--- config.mk ---
export PLATFORM = sky130hd
export DESIGN_NAME = step_controller_flat
export DESIGN_NICKNAME = d
export VERILOG_FILES = /design/src/rtl/step_controller_if.sv /design/src/rtl/step_controller.sv /design/src/flat_wrapper.sv
export SDC_FILE = /design/constraint.sdc
export NUM_CORES = 1
export LEC_CHECK = 0
export CAP_MARGIN = 10
export CORE_UTILIZATION = 45
export CTS_BUF_LIST = sky130_fd_sc_hd__clkbuf_16
export DETAILED_ROUTE_END_ITERATION = 10
export GPL_TIMING_DRIVEN = 1
export MAX_ROUTING_LAYER = met4
export PLACE_DENSITY = 0.72
export SLEW_MARGIN = 20
export SYNTH_ARGS = -nofsm -noshare
export SYNTH_HDL_FRONTEND = slang
export SYNTH_SLANG_ARGS = --single-unit
--- constraint.sdc ---
create_clock -name i_clk -period 3.9 [get_ports i_clk]
set_input_delay 0.39 -clock i_clk [delete_from_list [all_inputs] [get_ports i_clk]]
set_output_delay 0.39 -clock i_clk [all_outputs]
set_load 0.02 [all_outputs]
--- src/rtl/step_controller_if.sv ---
// Control/status bundle between the step controller and the CPU/board side.
// The controller takes the slave view; the board/CPU side takes the master view.
interface step_controller_if #(
    parameter int unsigned NUM_BTN = 2,
    parameter int unsigned PC_W    = 32,
    parameter int unsigned CNT_W   = 16
);
    logic [NUM_BTN-1:0] button;
    logic               bp_en;
    logic [PC_W-1:0]    bp_addr;
    logic [PC_W-1:0]    pc;
    logic [NUM_BTN-1:0] btn_pulse;
    logic               cpu_en;
    logic               halted;
    logic               bp_hit;
    logic [CNT_W-1:0]   instr_count;

    modport master (
        output button, bp_en, bp_addr, pc,
        input  btn_pulse, cpu_en, halted, bp_hit, instr_count
    );

    modport slave (
        input  button, bp_en, bp_addr, pc,
        output btn_pulse, cpu_en, halted, bp_hit, instr_count
    );
endinterface

--- src/rtl/step_controller.sv ---
// Execution-control front end: debounced buttons, single-step, rate-divided free run
// and run-to-breakpoint, driving the CPU state-update enable and an instruction counter.
module step_controller #(
    parameter int unsigned NUM_BTN         = 2,
    parameter int unsigned DEBOUNCE_CYCLES = 1000000,
    parameter int unsigned PC_W            = 32,
    parameter int unsigned CNT_W           = 16,
    parameter int unsigned RUN_DIV         = 0
) (
    input logic              i_clk,
    input logic              i_rst_n,
    step_controller_if.slave ctrl
);
    localparam int unsigned DB_W  = $clog2(DEBOUNCE_CYCLES + 1);
    localparam int unsigned DIV_W = (RUN_DIV > 0) ? $clog2(RUN_DIV + 1) : 1;

    typedef enum logic [1:0] {
        StHalt,
        StStep,
        StRun
    } state_e;

    logic [NUM_BTN-1:0] r_sync1;
    logic [NUM_BTN-1:0] r_sync2;
    logic [NUM_BTN-1:0] w_pulse;

    always_ff @(posedge i_clk or negedge i_rst_n) begin
        if (!i_rst_n) begin
            r_sync1 <= '1;
            r_sync2 <= '1;
        end else begin
            r_sync1 <= ctrl.button;
            r_sync2 <= r_sync1;
        end
    end

    for (genvar g = 0; g < NUM_BTN; g++) begin : g_db
        logic [DB_W-1:0] r_cnt;
        logic [DB_W-1:0] w_cnt_inc;
        logic            r_stable;
        logic            r_pulse;

        assign w_cnt_inc  = r_cnt + 1'b1;
        assign w_pulse[g] = r_pulse;

        always_ff @(posedge i_clk or negedge i_rst_n) begin
            if (!i_rst_n) begin
                r_cnt    <= '0;
                r_stable <= 1'b1;
                r_pulse  <= 1'b0;
            end else begin
                r_pulse <= 1'b0;
                if (r_sync2[g] == r_stable) begin
                    r_cnt <= '0;
                end else if (w_cnt_inc == DB_W'(DEBOUNCE_CYCLES)) begin
                    r_cnt    <= '0;
                    r_stable <= r_sync2[g];
                    // Only a press (level going low) is reported.
                    r_pulse  <= ~r_sync2[g];
                end else begin
                    r_cnt <= w_cnt_inc;
                end
            end
        end
    end

    state_e             r_state;
    logic [DIV_W-1:0]   r_div;
    logic               r_first_en;
    logic               r_bp_hit;
    logic [CNT_W-1:0]   r_count;
    logic               w_slot;
    logic               w_bp_match;
    logic               w_cpu_en;

    assign w_slot     = (r_div == '0);
    // first_en lets the instruction sitting on the breakpoint execute on resume.
    assign w_bp_match = ctrl.bp_en && (ctrl.pc == ctrl.bp_addr) && !r_first_en;

    always_comb begin
        w_cpu_en = 1'b0;
        unique case (r_state)
            StStep:  w_cpu_en = 1'b1;
            StRun:   w_cpu_en = !w_pulse[1] && w_slot && !w_bp_match;
            default: w_cpu_en = 1'b0;
        endcase
    end

    always_ff @(posedge i_clk or negedge i_rst_n) begin
        if (!i_rst_n) begin
            r_state    <= StHalt;
            r_div      <= '0;
            r_first_en <= 1'b0;
            r_bp_hit   <= 1'b0;
            r_count    <= '0;
        end else begin
            if (w_cpu_en) begin
                r_count <= r_count + 1'b1;
            end
            unique case (r_state)
                StHalt: begin
                    if (w_pulse[1]) begin
                        r_state    <= StRun;
                        r_bp_hit   <= 1'b0;
                        r_div      <= '0;
                        r_first_en <= 1'b1;
                    end else if (w_pulse[0]) begin
                        r_state  <= StStep;
                        r_bp_hit <= 1'b0;
                    end
                end
                StStep: begin
                    r_state <= StHalt;
                end
                StRun: begin
                    if (w_pulse[1]) begin
                        r_state <= StHalt;
                    end else if (w_slot && w_bp_match) begin
                        r_state  <= StHalt;
                        r_bp_hit <= 1'b1;
                    end else begin
                        if (w_slot) begin
                            r_first_en <= 1'b0;
                        end
                        if (r_div == DIV_W'(RUN_DIV)) begin
                            r_div <= '0;
                        end else begin
                            r_div <= r_div + 1'b1;
                        end
                    end
                end
                default: r_state <= StHalt;
            endcase
        end
    end

    assign ctrl.btn_pulse   = w_pulse;
    assign ctrl.cpu_en      = w_cpu_en;
    assign ctrl.halted      = (r_state == StHalt);
    assign ctrl.bp_hit      = r_bp_hit;
    assign ctrl.instr_count = r_count;
endmodule

--- src/flat_wrapper.sv ---
// flat-port wrapper written by rule: the top's interface ports become plain ports
module step_controller_flat 
#(
    parameter int unsigned NUM_BTN         = 2,
    parameter int unsigned DEBOUNCE_CYCLES = 1000000,
    parameter int unsigned PC_W            = 32,
    parameter int unsigned CNT_W           = 16,
    parameter int unsigned RUN_DIV         = 0
)
  (i_clk, i_rst_n, ctrl_button, ctrl_bp_en, ctrl_bp_addr, ctrl_pc, ctrl_btn_pulse, ctrl_cpu_en, ctrl_halted, ctrl_bp_hit, ctrl_instr_count);
  step_controller_if #(.NUM_BTN(NUM_BTN), .PC_W(PC_W), .CNT_W(CNT_W)) ctrl_i ();
  input logic i_clk;
  input logic i_rst_n;
  input wire logic [$bits(ctrl_i.button)-1:0] ctrl_button;
  input wire logic [$bits(ctrl_i.bp_en)-1:0] ctrl_bp_en;
  input wire logic [$bits(ctrl_i.bp_addr)-1:0] ctrl_bp_addr;
  input wire logic [$bits(ctrl_i.pc)-1:0] ctrl_pc;
  output wire logic [$bits(ctrl_i.btn_pulse)-1:0] ctrl_btn_pulse;
  output wire logic [$bits(ctrl_i.cpu_en)-1:0] ctrl_cpu_en;
  output wire logic [$bits(ctrl_i.halted)-1:0] ctrl_halted;
  output wire logic [$bits(ctrl_i.bp_hit)-1:0] ctrl_bp_hit;
  output wire logic [$bits(ctrl_i.instr_count)-1:0] ctrl_instr_count;
  assign ctrl_i.button = ctrl_button;
  assign ctrl_i.bp_en = ctrl_bp_en;
  assign ctrl_i.bp_addr = ctrl_bp_addr;
  assign ctrl_i.pc = ctrl_pc;
  assign ctrl_btn_pulse = ctrl_i.btn_pulse;
  assign ctrl_cpu_en = ctrl_i.cpu_en;
  assign ctrl_halted = ctrl_i.halted;
  assign ctrl_bp_hit = ctrl_i.bp_hit;
  assign ctrl_instr_count = ctrl_i.instr_count;
  step_controller #(.NUM_BTN(NUM_BTN), .DEBOUNCE_CYCLES(DEBOUNCE_CYCLES), .PC_W(PC_W), .CNT_W(CNT_W), .RUN_DIV(RUN_DIV)) u_core (.i_clk(i_clk), .i_rst_n(i_rst_n), .ctrl(ctrl_i));
endmodule
==> results of run 1 <==
## report_power, final
group	switching, mW	internal [mW]
clock	0.313	0.557
sequential	0.0250	0.725
combinational	0.0894	0.115
total	0.428	1.40
## path summary, 6_finish.rpt
check | end | depth (start not counted)
worst max-delay path | ctrl_cpu_en | 8
worst min-delay path | u_core.ctrl.instr_count[10]$_DFFE_PN0P_ | 1
worst max register to register | u_core.g_db[0].r_stable$_DFFE_PN1P_ | 6
worst min register to register | u_core.r_sync2[0]$_DFF_PN1_ | 0
max in group asynchronous | u_core.g_db[0].r_cnt[0]$_DFF_PN0_ | 2
min in group i_clk | u_core.r_sync2[0]$_DFF_PN1_ | 0
## final cells by class
class                           count  share of cell area (%)
Tap cell                          108                    2.54
Multi-Input combinational cell    309                    41.3
Timing Repair Buffer               91                    17.0
Clock inverter                      7                    1.72
Clock buffer                        9                    4.24
Inverter                           15                    1.06
Sequential cell                    68                    32.2
## metrics by stage
step                      cells  hold slack (ns)  setup WS, ns  power, mW  instance area [um2]
after floorplan             409           0.0944          1.55      0.839                 4070
after global placement      591            0.348         0.472      0.966                 4990
after detailed placement    591            0.347         0.455      0.968                 4990
after CTS                   607           0.0270         0.445       1.84                 5310
after global routing        607           0.0486         0.308       1.89                 5310
final                       607          0.00674         0.471       1.83                 5310
## registers in the layout, summed over array words and instances, names as in the netlist
register                 count
u_core.g_db.r_pulse          2
u_core.ctrl.instr_count     16
u_core.ctrl.bp_hit           1
u_core.r_first_en            1
u_core.r_state               2
u_core.r_sync1               2
u_core.r_sync2               2
u_core.g_db.r_stable         2
u_core.g_db.r_cnt           40
## kinds of logic after synthesis
kind of cell,synth area share (%)
simple gates,22.9
xor+xnor,17.9
fa+ha+maj,2.46
flops,42.0
compound gates,9.76
mux,0.923
buf+inv,4.00
## routing by layer
layer  global-route usage (%)  vias to the layer above  wire length [um]
li1                         -                     1641                 -
met1                     27.8                     1570              4240
met2                     32.6                      105              4240
met3                     6.50                       14               613
met4                     7.92                        0               189
met5                        -                        -                 0
## worst register-to-register path: stages (launching register included)
cell,delay [ns]
dfrtp_1,0.54
nand4_1,0.41
nor4_4,0.38
o21ai_1,0.14
a2111oi_2,0.42
and4_1,0.49
mux2_1,0.36
## cell usage in the layout, fill, tap and decap left out, types with 2 or more instances in the layout
| cell | netlist | routed |
|---|---|---|
| inv_1 | 15 | 15 |
| o31ai_4 | 2 | 2 |
| nor2_1 | 33 | 33 |
| buf_4 | 5 | 2 |
| o21ai_1 | 2 | 2 |
| nand4_2 | 2 | 2 |
| or3_1 | 3 | 3 |
| clkinv_2 | 0 | 3 |
| nor4_1 | 14 | 14 |
| dfstp_2 | 6 | 6 |
| nor3_1 | 17 | 17 |
| xnor2_1 | 39 | 39 |
| o21ai_0 | 8 | 8 |
| nand3_1 | 22 | 22 |
| xor2_1 | 44 | 44 |
| o31ai_1 | 3 | 3 |
| and3_1 | 7 | 7 |
| bufinv_16 | 0 | 2 |
| dfrtp_1 | 62 | 62 |
| a211oi_1 | 8 | 8 |
| clkdlybuf4s50_1 | 0 | 88 |
| nand3_2 | 2 | 2 |
| nor4bb_1 | 2 | 2 |
| nor3b_1 | 3 | 3 |
| nand4_1 | 16 | 16 |
| o21bai_1 | 2 | 2 |
| a2111oi_0 | 2 | 2 |
| a21oi_1 | 12 | 12 |
| a31oi_1 | 2 | 2 |
| nand3b_1 | 2 | 2 |
| nand2_1 | 21 | 21 |
| ha_1 | 8 | 8 |
| and4_1 | 6 | 6 |
| o31a_1 | 2 | 2 |
| clkbuf_16 | 0 | 9 |
## cell usage after synthesis (2+ instances only)
library cell and instances:
o31a_1 2, o31ai_4 2, nor3b_1 3, o31ai_1 3
dfstp_2 6, a2111oi_0 2, nand3_1 22, o21ai_1 2
xor2_1 44, nand3_2 2, nor3_1 17, a21oi_1 12
a31oi_1 2, buf_2 7, buf_4 5, and4_1 6
a211oi_1 8, and3_1 7, nor2_1 33, o21ai_0 8
nand4_2 2, inv_1 15, or3_1 3, xnor2_1 39
ha_1 8, nand2_1 21, dfrtp_1 62, nor4_1 14
o21bai_1 2, buf_6 2, nand4_1 16, nand3b_1 2
clkbuf_1 3, nor4bb_1 2
==> results.py, run 1 <==
metrics = {
    "global_routing": {
        "track_usage_pct": 21.7,
        "antenna_found_initial": 0,
        "grt_pass1_wl_mm": 16.0,
        "grt_pass1_vias": 3287,
        "grt_max_degree": 48,
        "globalRouteOverflowTotal": 0,
    },
    "cts": {
        "path_clk_slew_ns": 0.06,
        "ctsHoldBuffers": 0,
        "cts-htree-levels": 3,
        "clkLatencyLatePin_ns": 0.34,
        "cts-root-buf": "clkbuf_16",
        "post_cts_resized": 0,
        "numCtsBuffers": 9,
        "post_cts_buffers": 0,
        "cts_max_path_buffers": 2,
        "cts_tree": "yes",
        "clkSinkCount": 68,
    },
    "status": {
        "status": "finished clean",
    },
    "detailed_routing": {
        "routed_via_density": 5.49,
        "drtIter0Drc": 208,
        "wl_per_cell_um": 15.3,
        "wl_mm": 9.28,
        "vias": 3330,
        "ant_nets": 0,
        "drc_errors": 0,
        "drtPass1Iterations": 4,
    },
    "logic_synthesis": {
        "ys.flop_type": "dfrtp_1",
        "syn_nets": 486,
        "synth.top_cell.area_share_pct": 38.2,
        "yosysWarningCount": 0,
        "synth_area_leaders": "dfrtp_1, xor2_1, xnor2_1, dfstp_2, nor2_1",
        "async_flop_share_pct": 100,
        "post-synth-top-area-cell": "dfrtp_1",
        "synth_edf_count": 0,
        "synth_cells": 409,
        "synth_cell_types": 59,
        "synth_seq_area_share_pct": 42.0,
        "synth.cell_area_um2": 4070,
        "syn_area_per_cell_um2": 9.94,
        "ys_ff_latch": 68,
    },
    "power_and_ir_drop": {
        "leakagePower_nw": 2.05,
        "p_per_area_nw_per_um2": 344,
        "vdd_drop_max_mv": 0.282,
    },
    "floorplan": {
        "io_pins": 90,
        "die_y_um": 97.0,
        "start_util_pct": 46.6,
        "core.rowCount": 34,
        "coreArea_um2": 8720,
        "die_area_um2": 9420,
        "die_w_um": 97.0,
    },
    "sta": {
        "slew_headroom_pct": 44.0,
        "fmax_mhz": 292,
        "tns_ns": 0,
        "rsz0062_at_grt": "no",
        "worstMarginPinSlew_ns": 0.834,
        "slew_violations": 0,
        "setup_viol": 0,
        "fin_skew_ns": 0.00757,
        "finalHoldViolations": 0,
        "post-route-period-util_pct": 87.9,
        "period_needed_ns": 3.43,
    },
    "finish": {
        "drive_gt1_share_pct": 8.62,
        "final_core_util_pct": 60.9,
        "regArea_um2": 1710,
        "nets": 571,
        "nFillCells": 718,
        "area_growth_syn_to_layout_pct": 30.7,
        "antenna-diode-count": 0,
        "multi_input_area_um2": 2190,
    },
    "worst_setup_path": {
        "cp_max_fo": 6,
        "critPathKind": "in -> out",
        "crit_start": "ctrl_pc[6]",
        "crit_path_max_incr_delay_ns": 0.63,
        "critPathBufInv": 3,
        "start_kind": "input port",
        "worstPathRequired_ns": 3.51,
        "slowest_stage": "or4_1",
        "critical_path.top_delay_family": "buffers and inverters",
        "reg2reg_setup_slack_ns": 1.08,
        "path_cells": "clkdlybuf4s50_1 > xnor2_1 > nand4_1 > or4_1 > o31a_1 > o21ai_1 > inv_1 > clkdlybuf4s50_1",
        "crit_top_cell": "clkdlybuf4s50_1",
        "arrival_ns": 3.04,
        "r2r_start": "u_core.g_db[0].r_cnt[2]$_DFF_PN0_",
        "end_kind": "primary output",
    },
    "place": {
        "dp_hpwl_mm": 6.82,
        "portBuffers": 89,
        "gp_congestion": 0.887,
    },
    "worst_hold_path": {
        "hold_path_class": "in -> async",
    },
    "flow_run": {
        "cap_violations": 0,
    },
}
No activity file was read; power rests on OpenSTA's default activity.
==> run 2, diff against run 1 <==
CTS_CLUSTER_SIZE = 16   (was unset)
==> results of run 2 <==
Same layout as run 1: the final DEF is identical, and so are final timing and power.
